===== src/rtl/pio_bus_master_if.sv =====
// PIO bus master interface: CPU request/response side,
// board pin side and interrupt line of one bus master.
interface pio_bus_master_if;
    logic        req;
    logic        we;
    logic [12:0] addr;
    logic [25:0] wdata;
    logic        busy;
    logic        ack;
    logic [25:0] rdata;
    logic [12:0] I;
    logic [25:0] db_out;
    logic        db_oe;
    logic [25:0] db_in;
    logic        nIOR;
    logic        nIOW;
    logic        int_in;
    logic        int_clr;
    logic        int_pending;

    modport master (
        input  req, we, addr, wdata, db_in,
        input  int_in, int_clr,
        output busy, ack, rdata,
        output I, db_out, db_oe, nIOR, nIOW,
        output int_pending
    );

    modport slave (
        output req, we, addr, wdata, db_in,
        output int_in, int_clr,
        input  busy, ack, rdata,
        input  I, db_out, db_oe, nIOR, nIOW,
        input  int_pending
    );
endinterface


===== src/rtl/pio_bus_master.sv =====
// PIO bus master: single-word nIOR/nIOW strobe cycles on the
// 13-bit address / 26-bit data I/O bus, plus interrupt sync.
module pio_bus_master #(
    parameter int SETUP_CYCLES  = 2,
    parameter int STROBE_CYCLES = 4,
    parameter int HOLD_CYCLES   = 2
) (
    input logic              clk,
    input logic              rst,
    pio_bus_master_if.master bus
);

    localparam int MAX_A =
        (SETUP_CYCLES > STROBE_CYCLES) ?
        SETUP_CYCLES : STROBE_CYCLES;
    localparam int MAX_P =
        (MAX_A > HOLD_CYCLES) ? MAX_A : HOLD_CYCLES;
    localparam int CW = $clog2(MAX_P) + 1;

    localparam logic [CW-1:0] S_LD = CW'(SETUP_CYCLES);
    localparam logic [CW-1:0] T_LD = CW'(STROBE_CYCLES);
    localparam logic [CW-1:0] H_LD = CW'(HOLD_CYCLES);
    localparam logic [CW-1:0] ONE  = CW'(1);

    typedef enum logic [2:0] {
        IDLE,
        SETUP,
        STROBE,
        HOLD,
        DONE
    } state_t;

    state_t      state, state_n;
    logic [CW-1:0] cnt, cnt_n;
    logic        we_q, we_n;
    logic [12:0] i_q, i_n;
    logic [25:0] dout_q, dout_n;
    logic        oe_q, oe_n;
    logic        nior_q, nior_n;
    logic        niow_q, niow_n;
    logic        busy_q, busy_n;
    logic        ack_q, ack_n;
    logic [25:0] rdata_q, rdata_n;

    logic        sync1, sync2, sync3;
    logic        int_rise;
    logic        pend_q;

    // Next state and next values of every registered output.
    always_comb begin
        state_n = state;
        cnt_n   = cnt;
        we_n    = we_q;
        i_n     = i_q;
        dout_n  = dout_q;
        oe_n    = oe_q;
        nior_n  = nior_q;
        niow_n  = niow_q;
        busy_n  = busy_q;
        ack_n   = 1'b0;
        rdata_n = rdata_q;
        unique case (state)
            IDLE: begin
                if (bus.req) begin
                    state_n = SETUP;
                    cnt_n   = S_LD;
                    we_n    = bus.we;
                    i_n     = bus.addr;
                    busy_n  = 1'b1;
                    if (bus.we) begin
                        dout_n = bus.wdata;
                        oe_n   = 1'b1;
                    end
                end
            end
            SETUP: begin
                if (cnt == ONE) begin
                    state_n = STROBE;
                    cnt_n   = T_LD;
                    if (we_q) niow_n = 1'b0;
                    else      nior_n = 1'b0;
                end else begin
                    cnt_n = cnt - ONE;
                end
            end
            STROBE: begin
                if (cnt == ONE) begin
                    state_n = HOLD;
                    cnt_n   = H_LD;
                    nior_n  = 1'b1;
                    niow_n  = 1'b1;
                    if (!we_q) rdata_n = bus.db_in;
                end else begin
                    cnt_n = cnt - ONE;
                end
            end
            HOLD: begin
                if (cnt == ONE) begin
                    state_n = DONE;
                    ack_n   = 1'b1;
                    oe_n    = 1'b0;
                end else begin
                    cnt_n = cnt - ONE;
                end
            end
            DONE: begin
                state_n = IDLE;
                busy_n  = 1'b0;
            end
            default: begin
                state_n = IDLE;
            end
        endcase
    end

    // State, counter and registered pin outputs.
    always_ff @(posedge clk or posedge rst) begin
        if (rst) begin
            state   <= IDLE;
            cnt     <= '0;
            we_q    <= 1'b0;
            i_q     <= '0;
            dout_q  <= '0;
            oe_q    <= 1'b0;
            nior_q  <= 1'b1;
            niow_q  <= 1'b1;
            busy_q  <= 1'b0;
            ack_q   <= 1'b0;
            rdata_q <= '0;
        end else begin
            state   <= state_n;
            cnt     <= cnt_n;
            we_q    <= we_n;
            i_q     <= i_n;
            dout_q  <= dout_n;
            oe_q    <= oe_n;
            nior_q  <= nior_n;
            niow_q  <= niow_n;
            busy_q  <= busy_n;
            ack_q   <= ack_n;
            rdata_q <= rdata_n;
        end
    end

    // Two-flop synchroniser plus one flop of history for edge detect.
    always_ff @(posedge clk or posedge rst) begin
        if (rst) begin
            sync1 <= 1'b0;
            sync2 <= 1'b0;
            sync3 <= 1'b0;
        end else begin
            sync1 <= bus.int_in;
            sync2 <= sync1;
            sync3 <= sync2;
        end
    end

    assign int_rise = sync2 & ~sync3;

    // Sticky pending flag; a new edge beats a simultaneous clear.
    always_ff @(posedge clk or posedge rst) begin
        if (rst) begin
            pend_q <= 1'b0;
        end else if (int_rise) begin
            pend_q <= 1'b1;
        end else if (bus.int_clr) begin
            pend_q <= 1'b0;
        end
    end

    assign bus.busy        = busy_q;
    assign bus.ack         = ack_q;
    assign bus.rdata       = rdata_q;
    assign bus.I           = i_q;
    assign bus.db_out      = dout_q;
    assign bus.db_oe       = oe_q;
    assign bus.nIOR        = nior_q;
    assign bus.nIOW        = niow_q;
    assign bus.int_pending = pend_q;

endmodule


===== src/flat_wrapper.sv =====
// flat-port wrapper written by rule: the top's interface ports become plain ports
module pio_bus_master_flat 
#(
    parameter int SETUP_CYCLES  = 2,
    parameter int STROBE_CYCLES = 4,
    parameter int HOLD_CYCLES   = 2
)
  (clk, rst, bus_req, bus_we, bus_addr, bus_wdata, bus_db_in, bus_int_in, bus_int_clr, bus_busy, bus_ack, bus_rdata, bus_I, bus_db_out, bus_db_oe, bus_nIOR, bus_nIOW, bus_int_pending);
  pio_bus_master_if bus_i ();
  input logic clk;
  input logic rst;
  input wire logic [$bits(bus_i.req)-1:0] bus_req;
  input wire logic [$bits(bus_i.we)-1:0] bus_we;
  input wire logic [$bits(bus_i.addr)-1:0] bus_addr;
  input wire logic [$bits(bus_i.wdata)-1:0] bus_wdata;
  input wire logic [$bits(bus_i.db_in)-1:0] bus_db_in;
  input wire logic [$bits(bus_i.int_in)-1:0] bus_int_in;
  input wire logic [$bits(bus_i.int_clr)-1:0] bus_int_clr;
  output wire logic [$bits(bus_i.busy)-1:0] bus_busy;
  output wire logic [$bits(bus_i.ack)-1:0] bus_ack;
  output wire logic [$bits(bus_i.rdata)-1:0] bus_rdata;
  output wire logic [$bits(bus_i.I)-1:0] bus_I;
  output wire logic [$bits(bus_i.db_out)-1:0] bus_db_out;
  output wire logic [$bits(bus_i.db_oe)-1:0] bus_db_oe;
  output wire logic [$bits(bus_i.nIOR)-1:0] bus_nIOR;
  output wire logic [$bits(bus_i.nIOW)-1:0] bus_nIOW;
  output wire logic [$bits(bus_i.int_pending)-1:0] bus_int_pending;
  assign bus_i.req = bus_req;
  assign bus_i.we = bus_we;
  assign bus_i.addr = bus_addr;
  assign bus_i.wdata = bus_wdata;
  assign bus_i.db_in = bus_db_in;
  assign bus_i.int_in = bus_int_in;
  assign bus_i.int_clr = bus_int_clr;
  assign bus_busy = bus_i.busy;
  assign bus_ack = bus_i.ack;
  assign bus_rdata = bus_i.rdata;
  assign bus_I = bus_i.I;
  assign bus_db_out = bus_i.db_out;
  assign bus_db_oe = bus_i.db_oe;
  assign bus_nIOR = bus_i.nIOR;
  assign bus_nIOW = bus_i.nIOW;
  assign bus_int_pending = bus_i.int_pending;
  pio_bus_master #(.SETUP_CYCLES(SETUP_CYCLES), .STROBE_CYCLES(STROBE_CYCLES), .HOLD_CYCLES(HOLD_CYCLES)) u_core (.clk(clk), .rst(rst), .bus(bus_i));
endmodule

===== config.mk =====
export PLATFORM = sky130hd
export DESIGN_NAME = pio_bus_master_flat
export DESIGN_NICKNAME = d
export VERILOG_FILES = /design/src/rtl/pio_bus_master_if.sv /design/src/rtl/pio_bus_master.sv /design/src/flat_wrapper.sv
export SDC_FILE = /design/constraint.sdc
export NUM_CORES = 1
export LEC_CHECK = 0
export ABC_AREA = 1
export CAP_MARGIN = 40
export CORE_UTILIZATION = 49
export CTS_CLUSTER_SIZE = 10
export DETAILED_ROUTE_END_ITERATION = 8
export DONT_BUFFER_PORTS = 1
export MAX_ROUTING_LAYER = met4
export PLACE_DENSITY = 0.72
export SKIP_CTS_REPAIR_TIMING = 1
export SLEW_MARGIN = 20
export SYNTH_ARGS = -nofsm -noshare
export SYNTH_HDL_FRONTEND = slang
export SYNTH_SLANG_ARGS = --single-unit

===== constraint.sdc =====
create_clock -name clk -period 2.3 [get_ports clk]
set_input_delay 0.23 -clock clk [delete_from_list [all_inputs] [get_ports clk]]
set_output_delay 0.23 -clock clk [all_outputs]
set_load 0.02 [all_outputs]

# After elaboration in Yosys (flattened, before gate mapping)
# Index checks and enable logic that the tools add are counted.
word_totals:
  reg_bits: 81
  input_bits: 71
  out_inout_bits: 71
  elab_cells: 74
op_classes:
  add_sub_neg: 1
  n_eq_ne: 13
  muxes: 27
  bitwise: 3
  reduce_logical: 15
ops:
  columns: ["cell", "n"]
  rows:
  - ["two-way mux 3 bit", 8]
  - ["case mux 3 bit (4 select lines)", 2]
  - ["AND reduction 4 bit", 4]
  - ["two-way mux 1 bit", 13]
  - ["AND reduction 3 bit", 3]
  - ["inequality test 2 x 1 -> 1 bit (second input constant)", 4]
  - ["inequality test 2 bit (second input constant)", 4]
  - ["case mux 1 bit (2 select lines)", 4]
  - ["nonzero test 2 bit", 4]
  - ["== test 3 x 1 -> 1 bit (second input constant)", 2]
  - ["== test 3 x 2 -> 1 bit (second input constant)", 2]
  - ["AND reduction 2 bit", 2]
  - ["nonzero test 4 bit", 1]
  - ["== test 3 bit (second input constant)", 1]
  - ["zero test 3 bit", 1]
  - ["subtractor 3 x 1 -> 3 bit (second input constant)", 1]
  - ["inverter 1 bit", 2]
  - ["bitwise AND 1 bit", 1]

# Longest topological paths before layout
# Gate-level depths: netlist of the first run.
depth:
  word_depth: 3
  depth_mapped: 10
  depth_no_buf: 10

# Least setup slack after synthesis of the first run
# No wires, ideal clock.
synth_path:
  path_kind: "register to register"
  startpoint: "register u_core.cnt[1]"
  endpoint: "register u_core.rdata_q[10], in the netlist u_core.bus.rdata[10]"
  setup_ns: 0.130
  t_arrival_ns: 1.279
  required_ns: 2.170
  slack_ns: 0.891
  path_stages_with_launch: 9
  path_buffers: 1
  period_less_slack_ns: 1.409
  cell_sequence: "dfrtp_1 > inv_1 > ha_1 > inv_1 > nor2_2 > nand4_1 > buf_2 > nand2_1 > o21ai_0"
synth_via:
  elab_chain_len: 2
synth_rtl:
  columns: ["item", "line", "rtl"]
  rows:
  - ["start, declared", "pio_bus_master.sv:34", "logic [CW-1:0] cnt, cnt_n;"]
  - ["start signal, assigned", "pio_bus_master.sv:132", "cnt <= cnt_n;"]
  - ["== test 3 x 1 -> 1 bit", "pio_bus_master.sv:87", "if (cnt == ONE) begin"]
  - ["AND reduction 3 bit (no source line)", null, null]
  - ["end signal, assigned", "pio_bus_master.sv:141", "rdata_q <= rdata_n;"]
  - ["end, declared", "pio_bus_master.sv:43", "logic [25:0] rdata_q, rdata_n;"]
# No other way between the ends.
# A chain may end at the register's enable or synchronous reset.

# Final worst setup path of the first run
layout_path:
  startpoint: "register u_core.state[2]"
  endpoint: "register u_core.dout_q[24], in the netlist u_core.bus.db_out[24]"
layout_via:
  elab_chain_len: 2
layout_rtl:
  columns: ["item", "line", "rtl"]
  rows:
  - ["start, declared", "pio_bus_master.sv:33", "state_t state, state_n;"]
  - ["start signal, assigned", "pio_bus_master.sv:131", "state <= state_n;"]
  - ["zero test 3 bit", "pio_bus_master.sv:62", "unique case (state)"]
  - ["AND reduction 3 bit (no source line)", null, null]
  - ["end signal, assigned", "pio_bus_master.sv:135", "dout_q <= dout_n;"]
  - ["end, declared", "pio_bus_master.sv:37", "logic [25:0] dout_q, dout_n;"]
# No other way between the ends.

==> implementation parameters, run 1 <==
Parameter                              Value

Synth
  Main area contributors after synthesis ... sky130_fd_sc_hd__dfrtp_1 60%, sky130_fd_sc_hd__nand2_1 16%, sky130_fd_sc_hd__nand3_1 5.2%
  Number of synthesized flops with an enable pin ... 0
  Distinct cell type count after synthesis ... 24
  Number of storage elements in the synthesis netlist ... 81
  Number of nets produced by synthesis ... about 440
  Most used flip-flop cell after synthesis ... sky130_fd_sc_hd__dfrtp_1
  Cell taking the most area after synthesis ... sky130_fd_sc_hd__dfrtp_1
  Total number of yosys warnings ... 0
  Share of the synthesized area in the top cell type ... about three fifths
  Cell types with the highest counts after synthesis ... 143 x sky130_fd_sc_hd__nand2_1, 79 x sky130_fd_sc_hd__dfrtp_1, 43 x sky130_fd_sc_hd__inv_1, 34 x sky130_fd_sc_hd__nand3_1, 29 x sky130_fd_sc_hd__o21ai_0
  Avg Inst Size Synth ... between 8 and 9 µm²
  Most common cell in the synthesized netlist ... sky130_fd_sc_hd__nand2_1
  Share of synthesized area occupied by flip-flops and latches ... 61.9%
  Syn Std Cell Area ... roughly 0.0033 mm²
  Gate count after technology mapping ... about 370
  Async SR Flop Fraction ... between 90% and 100%

Floorplan
  Area of the die ... between 0.007 and 0.008 mm²
  Row Count ... 29
  Top-level port count ... 142
  Core Box Area ... about 0.0064 mm²
  Initial standard-cell utilization of the core ... about half
  Horizontal die dimension ... 83.8 µm
  Chip height ... 83.8 µm

Min path
  Worst Hold Endpoint ... u_core.bus.I[7]
  Cell depth of the worst min-delay path ... 2
  HP Start ... bus_addr[7]
  Path type of the worst min-delay path ... input pin to flip-flop

Detailed routing
  Residual DRC ... 0
  Mean number of vias per cell ... 5.15
  DRC marker count from the first detailed-route iteration ... around 110
  DR WL/cell ... approximately 14 µm
  Count of vias placed by the detailed router ... around 2.4k
  1st-pass router iterations ... 4
  Wirelength, routed ... between 6000 and 7000 µm
  Antenna Nets Post-Route ... 0

CTS
  Clock tree from TritonCTS ... built
  Clock buffer count from CTS ... 9
  Reg clk slew, reported paths ... 0.08 ns
  Clock sink count ... 81
  Maximum buffer depth of the clock tree ... 2
  CTS H-tree depth ... 3
  CTS root buf ... sky130_fd_sc_hd__clkbuf_8
  Clock latency at the later pin of the worst-skew pair ... roughly 0.35 ns

Layout
  Number of filler cells placed in the layout ... between 500 and 600
  Layout cells sized above 1 ... approximately 7.9%
  Final cell count without fillers ... 457
  ANT cells ... 0
  Synthesis-to-finish area growth ... 11.3%
  Final core utilization ... 57.2%
  Layout Nets ... 449

Placement
  DPL Wire Length ... between 4000 and 5000 µm
  Post-placement setup slack ... approximately 0.53 ns
  Count of buffers from port buffering ... 0
  Final GP Congestion ... 0.889
  Number of instances in the placed design ... between 400 and 500

STA
  PnR worst setup slack ... 0.531 ns
  Final worst path period need ... roughly 1.8 ns
  Final Skew ... 0.0101 ns
  Worst rel slew slack ... roughly 63%
  Worst-margin pin slew ... roughly 0.56 ns
  Hold Worst Slack ... -0.00605 ns
  Highest clock rate ... approximately 570 MHz
  Final slew viol count ... 0
  Endpoints failing hold ... 4
  RSZ-0062 raised after global routing ... no
  Post-route fraction of the period consumed by the critical path ... 76.9%
  Setup-failing EPs final ... 0
  Setup TNS after final layout ... 0 ns

Power and ir drop
  IR drop worst, VDD ... 0.000757 V
  Power density over cell area ... 1580 mW/mm²
  Post-layout power ... just under 6 mW
  Leakage power total ... ~2 nW

Status
  Result of the run ... complete, but fails checks
  Failing checks ... negative hold slack

Worst setup path
  Count of buffering cells on the critical path with inverters included ... 3
  Kind of critical path ... flip-flop to flip-flop
  Reg2reg path depth ... 8
  R2r endpoint ... u_core.bus.db_out[24]
  CP max-delay cell ... sky130_fd_sc_hd__dfrtp_1
  Kind of cell with the highest combined delay on the critical path ... simple AND/OR/NAND/NOR gates
  Cell-by-cell trace of the critical path ... nor2_4 -> inv_2 -> nor2_2 -> nand2_2 -> inv_4 -> buf_4 -> nand3_1 -> nand2_1
  Critical register-to-register path startpoint ... u_core.state[2]
  Arrival @ worst endpoint ... between 2 and 2.5 ns
  Delay of the slowest cell on the worst path ... ~0.47 ns
  R2R setup slack ... 0.53 ns
  Nature of the critical path endpoint ... flip-flop
  Maximum fanout along the worst path ... 40
  Setup crit start kind ... flip-flop
  Worst endpoint required time ... around 2.6 ns

GRT
  First-pass GRT wire length ... 11,000 µm
  Maximum number of pins on one net before global-route repair ... 53
  Vias in the first global route ... between 2k and 2.5k
  Initial antenna violation count ... 0
  Overflow after GRT ... 0
  Gr usage total ... about a fifth

Job
  Max-cap violation count ... 0
[state kept, by name, indices dropped and copies added (netlist names)]
register                count
u_core.bus.I               13
u_core.bus.ack              1
u_core.cnt                  3
u_core.bus.nIOR             1
u_core.bus.rdata           26
u_core.sync2                1
u_core.bus.db_out          26
u_core.bus.db_oe            1
u_core.state                3
u_core.bus.int_pending      1
u_core.sync3                1
u_core.bus.busy             1
u_core.we_q                 1
u_core.bus.nIOW             1
u_core.sync1                1
[logic make-up after synthesis]
logic type      count (synthesis)  synth area share [%]
compound gates                 34                  5.27
xor+xnor                        1                 0.267
fa+ha+maj                       2                 0.763
buf+inv                        60                  7.98
flops                          81                  61.9
simple gates                  190                  23.8
[metal layers]
layer | vias to the layer above | share of wire [%] | track usage [%]
met5 | - | 0 | -
met4 | 0 | 2.7 | 10.5
met3 | 17 | 6.9 | 5.93
met2 | 103 | 50 | 32.8
met1 | 1086 | 41 | 24.4
li1 | 1149 | - | -
[worst register-to-register path, cell delays in order (launching register included)]
cell and delay [ns]:
sky130_fd_sc_hd__dfrtp_1 0.47, sky130_fd_sc_hd__nor2_4 0.15, sky130_fd_sc_hd__inv_2 0.05, sky130_fd_sc_hd__nor2_2 0.11, sky130_fd_sc_hd__nand2_2 0.21, sky130_fd_sc_hd__inv_4 0.12
sky130_fd_sc_hd__buf_4 0.37, sky130_fd_sc_hd__nand3_1 0.13, sky130_fd_sc_hd__nand2_1 0.10
[where the power goes]
part           total (mW)  switching [mW]  internal (mW)
logic                1.23           0.775          0.458
registers            3.29            1.21           2.08
clock network        1.24           0.494          0.745
[how the worst max path moves through the flow]
stage | end | startpoint | cells after the start
after floorplan | u_core.bus.rdata[10] | u_core.cnt[1] | 8
after global placement | u_core.bus.db_out[10] | u_core.state[2] | 8
after detailed placement | u_core.bus.db_out[24] | u_core.state[2] | 8
after CTS | u_core.bus.db_out[24] | u_core.state[0] | 8
after global routing | u_core.bus.db_out[12] | u_core.state[2] | 8
final | u_core.bus.db_out[24] | u_core.state[2] | 8
[per-stage QoR]
step                      hold WS, ns  cell area [µm²]
after floorplan                 0.261             3280
after global placement          0.179             3340
after detailed placement        0.191             3340
after CTS                      -0.192             3580
after global routing          0.00104             3650
final                        -0.00605             3650
[final cells by class]
type                    count  area [µm²]  share of cell area [%]
clock buffers              10         138                    3.77
flip-flops and latches     81        2030                    55.6
well taps                  77        96.3                    2.64
repair buffers             12         120                    3.29
inverters                  45         175                    4.80
multi-input cells         227         987                    27.0
clock inverters             5         104                    2.85
[cells in the final DEF, fill, tap and decap left out, drive strengths merged]
| cell | n |
|---|---|
| nand2 | 145 |
| dfrtp | 79 |
| inv | 44 |
| nand3 | 34 |
| o21ai | 31 |
| clkbuf | 10 |
| nor2 | 10 |
| dlygate4sd3 | 7 |
| buf | 5 |
| bufinv | 3 |
| o22ai | 2 |
| ha | 2 |
| dfstp | 2 |
| clkinv | 2 |
| nand4 | 1 |
| clkinvlp | 1 |
| a21oi | 1 |
| xor2 | 1 |
(Power assumes the default switching activity.)
==> inputs of run 2 (changes only) <==
==> constraint.sdc (replaced) <==
create_clock -name clk -period 1.6 [get_ports clk]
set_input_delay 0.16 -clock clk [delete_from_list [all_inputs] [get_ports clk]]
set_output_delay 0.16 -clock clk [all_outputs]
set_load 0.02 [all_outputs]
==> implementation parameters, run 2 (synthesized netlist as in run 1, its figures left out) <==
Parameter                              Value

Status
  Result of the run ... finished, final reports clean (was complete, but fails checks)

GRT
  First-pass GRT wire length ... 10,800 µm (was 11,000 µm)
  Maximum number of pins on one net before global-route repair ... 82 (was 53)
  Layer with the highest usage after global routing ... met2 (unchanged)
  Met1 layer usage reported by global route ... 25.7% (was 24.4%)
  Initial antenna violation count ... 0 (unchanged)
  Vias in the first global route ... 2,189 (was 2,333)
  Met2 Track Usage GR ... 30.7% (was 32.8%)
  Overflow after GRT ... 0 (unchanged)
  Routing usage on met3 ... 6.43% (was 5.93%)
  Gr usage total ... 20.2% (was 20.8%)

Worst setup path
  Arrival @ worst endpoint ... 1.83 ns (was 2.05 ns)
  Cell-by-cell trace of the critical path ... inv_2 -> ha_2 -> inv_1 -> nor2_4 -> nand4_1 -> buf_4 -> clkbuf_16 -> o21ai_0 (was nor2_4 -> inv_2 -> nor2_2 -> nand2_2 -> inv_4 -> buf_4 -> nand3_1 -> nand2_1)
  Setup crit start kind ... flip-flop (unchanged)
  CP max-delay cell ... sky130_fd_sc_hd__dfrtp_1 (unchanged)
  Worst endpoint required time ... 1.86 ns (was 2.58 ns)
  Maximum fanout along the worst path ... 26 (was 40)
  Kind of critical path ... flip-flop to flip-flop (unchanged)
  Reg2reg path depth ... 8 (unchanged)
  Kind of cell with the highest combined delay on the critical path ... buffers and inverters (was simple AND/OR/NAND/NOR gates)
  Nature of the critical path endpoint ... flip-flop (unchanged)
  Delay of the slowest cell on the worst path ... 0.38 ns (was 0.47 ns)
  Count of buffering cells on the critical path with inverters included ... 4 (was 3)
  Path length in cells of the critical path ... 8 (unchanged)

Detailed routing
  Wirelength, routed ... 8050 µm (was 6580 µm)
  1st-pass router iterations ... 7 (was 4)
  Mean number of vias per cell ... 5.09 (was 5.15)
  Residual DRC ... 0 (unchanged)
  Count of vias placed by the detailed router ... 2,666 (was 2,355)
  Antenna Nets Post-Route ... 0 (unchanged)
  DR WL/cell ... 15.4 µm (was 14.4 µm)
  DRC marker count from the first detailed-route iteration ... 171 (was 113)

Floorplan
  Horizontal die dimension ... 83.8 µm (unchanged)
  Initial standard-cell utilization of the core ... 51.3% (unchanged)
  Chip height ... 83.8 µm (unchanged)
  Area of the die ... 0.00702 mm² (unchanged)
  Core Box Area ... 0.00639 mm² (unchanged)
  Top-level port count ... 142 (unchanged)
  Row Count ... 29 (unchanged)

Layout
  Final core utilization ... 67.8% (was 57.2%)
  Synthesis-to-finish area growth ... 32.2% (was 11.3%)
  Layout cells sized above 1 ... 8.50% (was 7.89%)
  Commonest non-fill, non-tap cells in the layout ... 143 x sky130_fd_sc_hd__nand2_1, 79 x sky130_fd_sc_hd__dfrtp_1, 69 x sky130_fd_sc_hd__dlygate4sd3_1, 41 x sky130_fd_sc_hd__inv_1, 34 x sky130_fd_sc_hd__nand3_1 (was 143 x sky130_fd_sc_hd__nand2_1, 79 x sky130_fd_sc_hd__dfrtp_1, 42 x sky130_fd_sc_hd__inv_1, 34 x sky130_fd_sc_hd__nand3_1, 29 x sky130_fd_sc_hd__o21ai_0)
  Leading cell type in the layout, fill and taps excluded ... sky130_fd_sc_hd__nand2_1 (unchanged)
  Layout Nets ... 515 (was 449)
  ANT cells ... 0 (unchanged)
  Number of filler cells placed in the layout ... 472 (was 590)

CTS
  Clock buffer count from CTS ... 9 (unchanged)
  Reg clk slew, reported paths ... 0.08 ns (about the same)
  Clock sink count ... 81 (unchanged)
  CTS H-tree depth ... 3 (unchanged)
  Maximum buffer depth of the clock tree ... 2 (unchanged)
  CTS root buf ... sky130_fd_sc_hd__clkbuf_8 (unchanged)
  Clock tree from TritonCTS ... built (unchanged)
  Clock latency at the later pin of the worst-skew pair ... 0.35 ns (about the same)

Job
  Max-cap violation count ... 0 (unchanged)

STA
  Setup-failing EPs final ... 0 (unchanged)
  Post-route fraction of the period consumed by the critical path ... 98.7% (was 76.9%)
  Final Skew ... 0.0100 ns (was 0.0101 ns)
  Endpoints failing hold ... 0 (was 4)
  Final slew viol count ... 0 (unchanged)
  Highest clock rate ... 634 MHz (was 565 MHz)
  Final worst path period need ... 1.58 ns (was 1.77 ns)
  Worst rel slew slack ... 39.1% (was 62.6%)
  Worst-margin pin slew ... 0.910 ns (was 0.559 ns)
  Setup TNS after final layout ... 0 ns (unchanged)

Placement
  Count of buffers from port buffering ... 0 (unchanged)
  DPL Wire Length ... 4480 µm (was 4570 µm)
  Final GP Congestion ... 1.01 (was 0.889)

Min path
  Cell depth of the worst min-delay path ... 4 (was 2)
  Path type of the worst min-delay path ... input pin to flip-flop (unchanged)

Power and ir drop
  Power density over cell area ... 1970 mW/mm² (was 1580 mW/mm²)
  Leakage power total ... 2.28 nW (was 2.01 nW)
  IR drop worst, VDD ... 0.00110 V (was 0.000757 V)
  Post-layout power ... 8.52 mW (was 5.76 mW)
run 2: changes by cell type in the layout (fill, tap and decap cells not counted), moves of 2 or more:
cell / delta
sky130_fd_sc_hd__o21ai_0: -3
sky130_fd_sc_hd__o21ai_1: +2
sky130_fd_sc_hd__dlygate4sd3_1: +62
sky130_fd_sc_hd__clkinvlp_4: +3
run 2: path summary, 6_finish.rpt:
path / slack (ns) / endpoint / from
min: 0.08 / u_core.state[2] / bus_req
max reg2reg: 0.02 / u_core.bus.rdata[13] / u_core.cnt[1]
max: 0.02 / u_core.bus.rdata[13] / u_core.cnt[1]
min in group asynchronous: 0.40 / u_core.we_q / rst
max in group asynchronous: 0.84 / u_core.bus.nIOR / rst
min reg2reg: 0.36 / u_core.sync2 / u_core.sync1
run 2: layout make-up:
cell class | count | area [µm²] | share of cell area, %
Sequential cell | 81 | 2030 | 46.8
Inverter | 45 | 175 | 4.04
Tap cell | 77 | 96.3 | 2.22
Clock inverter | 6 | 91.3 | 2.11
Multi-Input combinational cell | 227 | 998 | 23.0
Clock buffer | 10 | 138 | 3.18
Timing Repair Buffer | 78 | 805 | 18.6
run 2: worst min-delay path, delay by kind of cell:
kind,cells,cell delay (ns)
buffers and inverters,2,0.09
and+or+nand+nor,2,0.16
run 2: metal layers:
layer | wire length (µm) | vias to the layer above
met3 | 452 | 18
li1 | - | 1279
met1 | 3240 | 1256
met5 | 0 | -
met2 | 4190 | 113
met4 | 170 | 0
run 2: where the power goes:
part	internal, mW	switching, mW
sequential	2.99	1.76
combinational	0.843	1.26
clock	0.923	0.750
run 2: through the flow:
| stage | instances | hold WS (ns) | setup WS, ns | area, µm² |
|---|---|---|---|---|
| floorplan | 368 | 0.191 | 0.191 | 3280 |
| global placement | 436 | 0.187 | 0.134 | 3360 |
| detailed placement | 436 | 0.191 | 0.0231 | 3360 |
| CTS | 452 | -0.195 | 0.00781 | 3590 |
| global route | 524 | 0.102 | -0.0678 | 4330 |
| finish | 524 | 0.0815 | 0.0215 | 4330 |
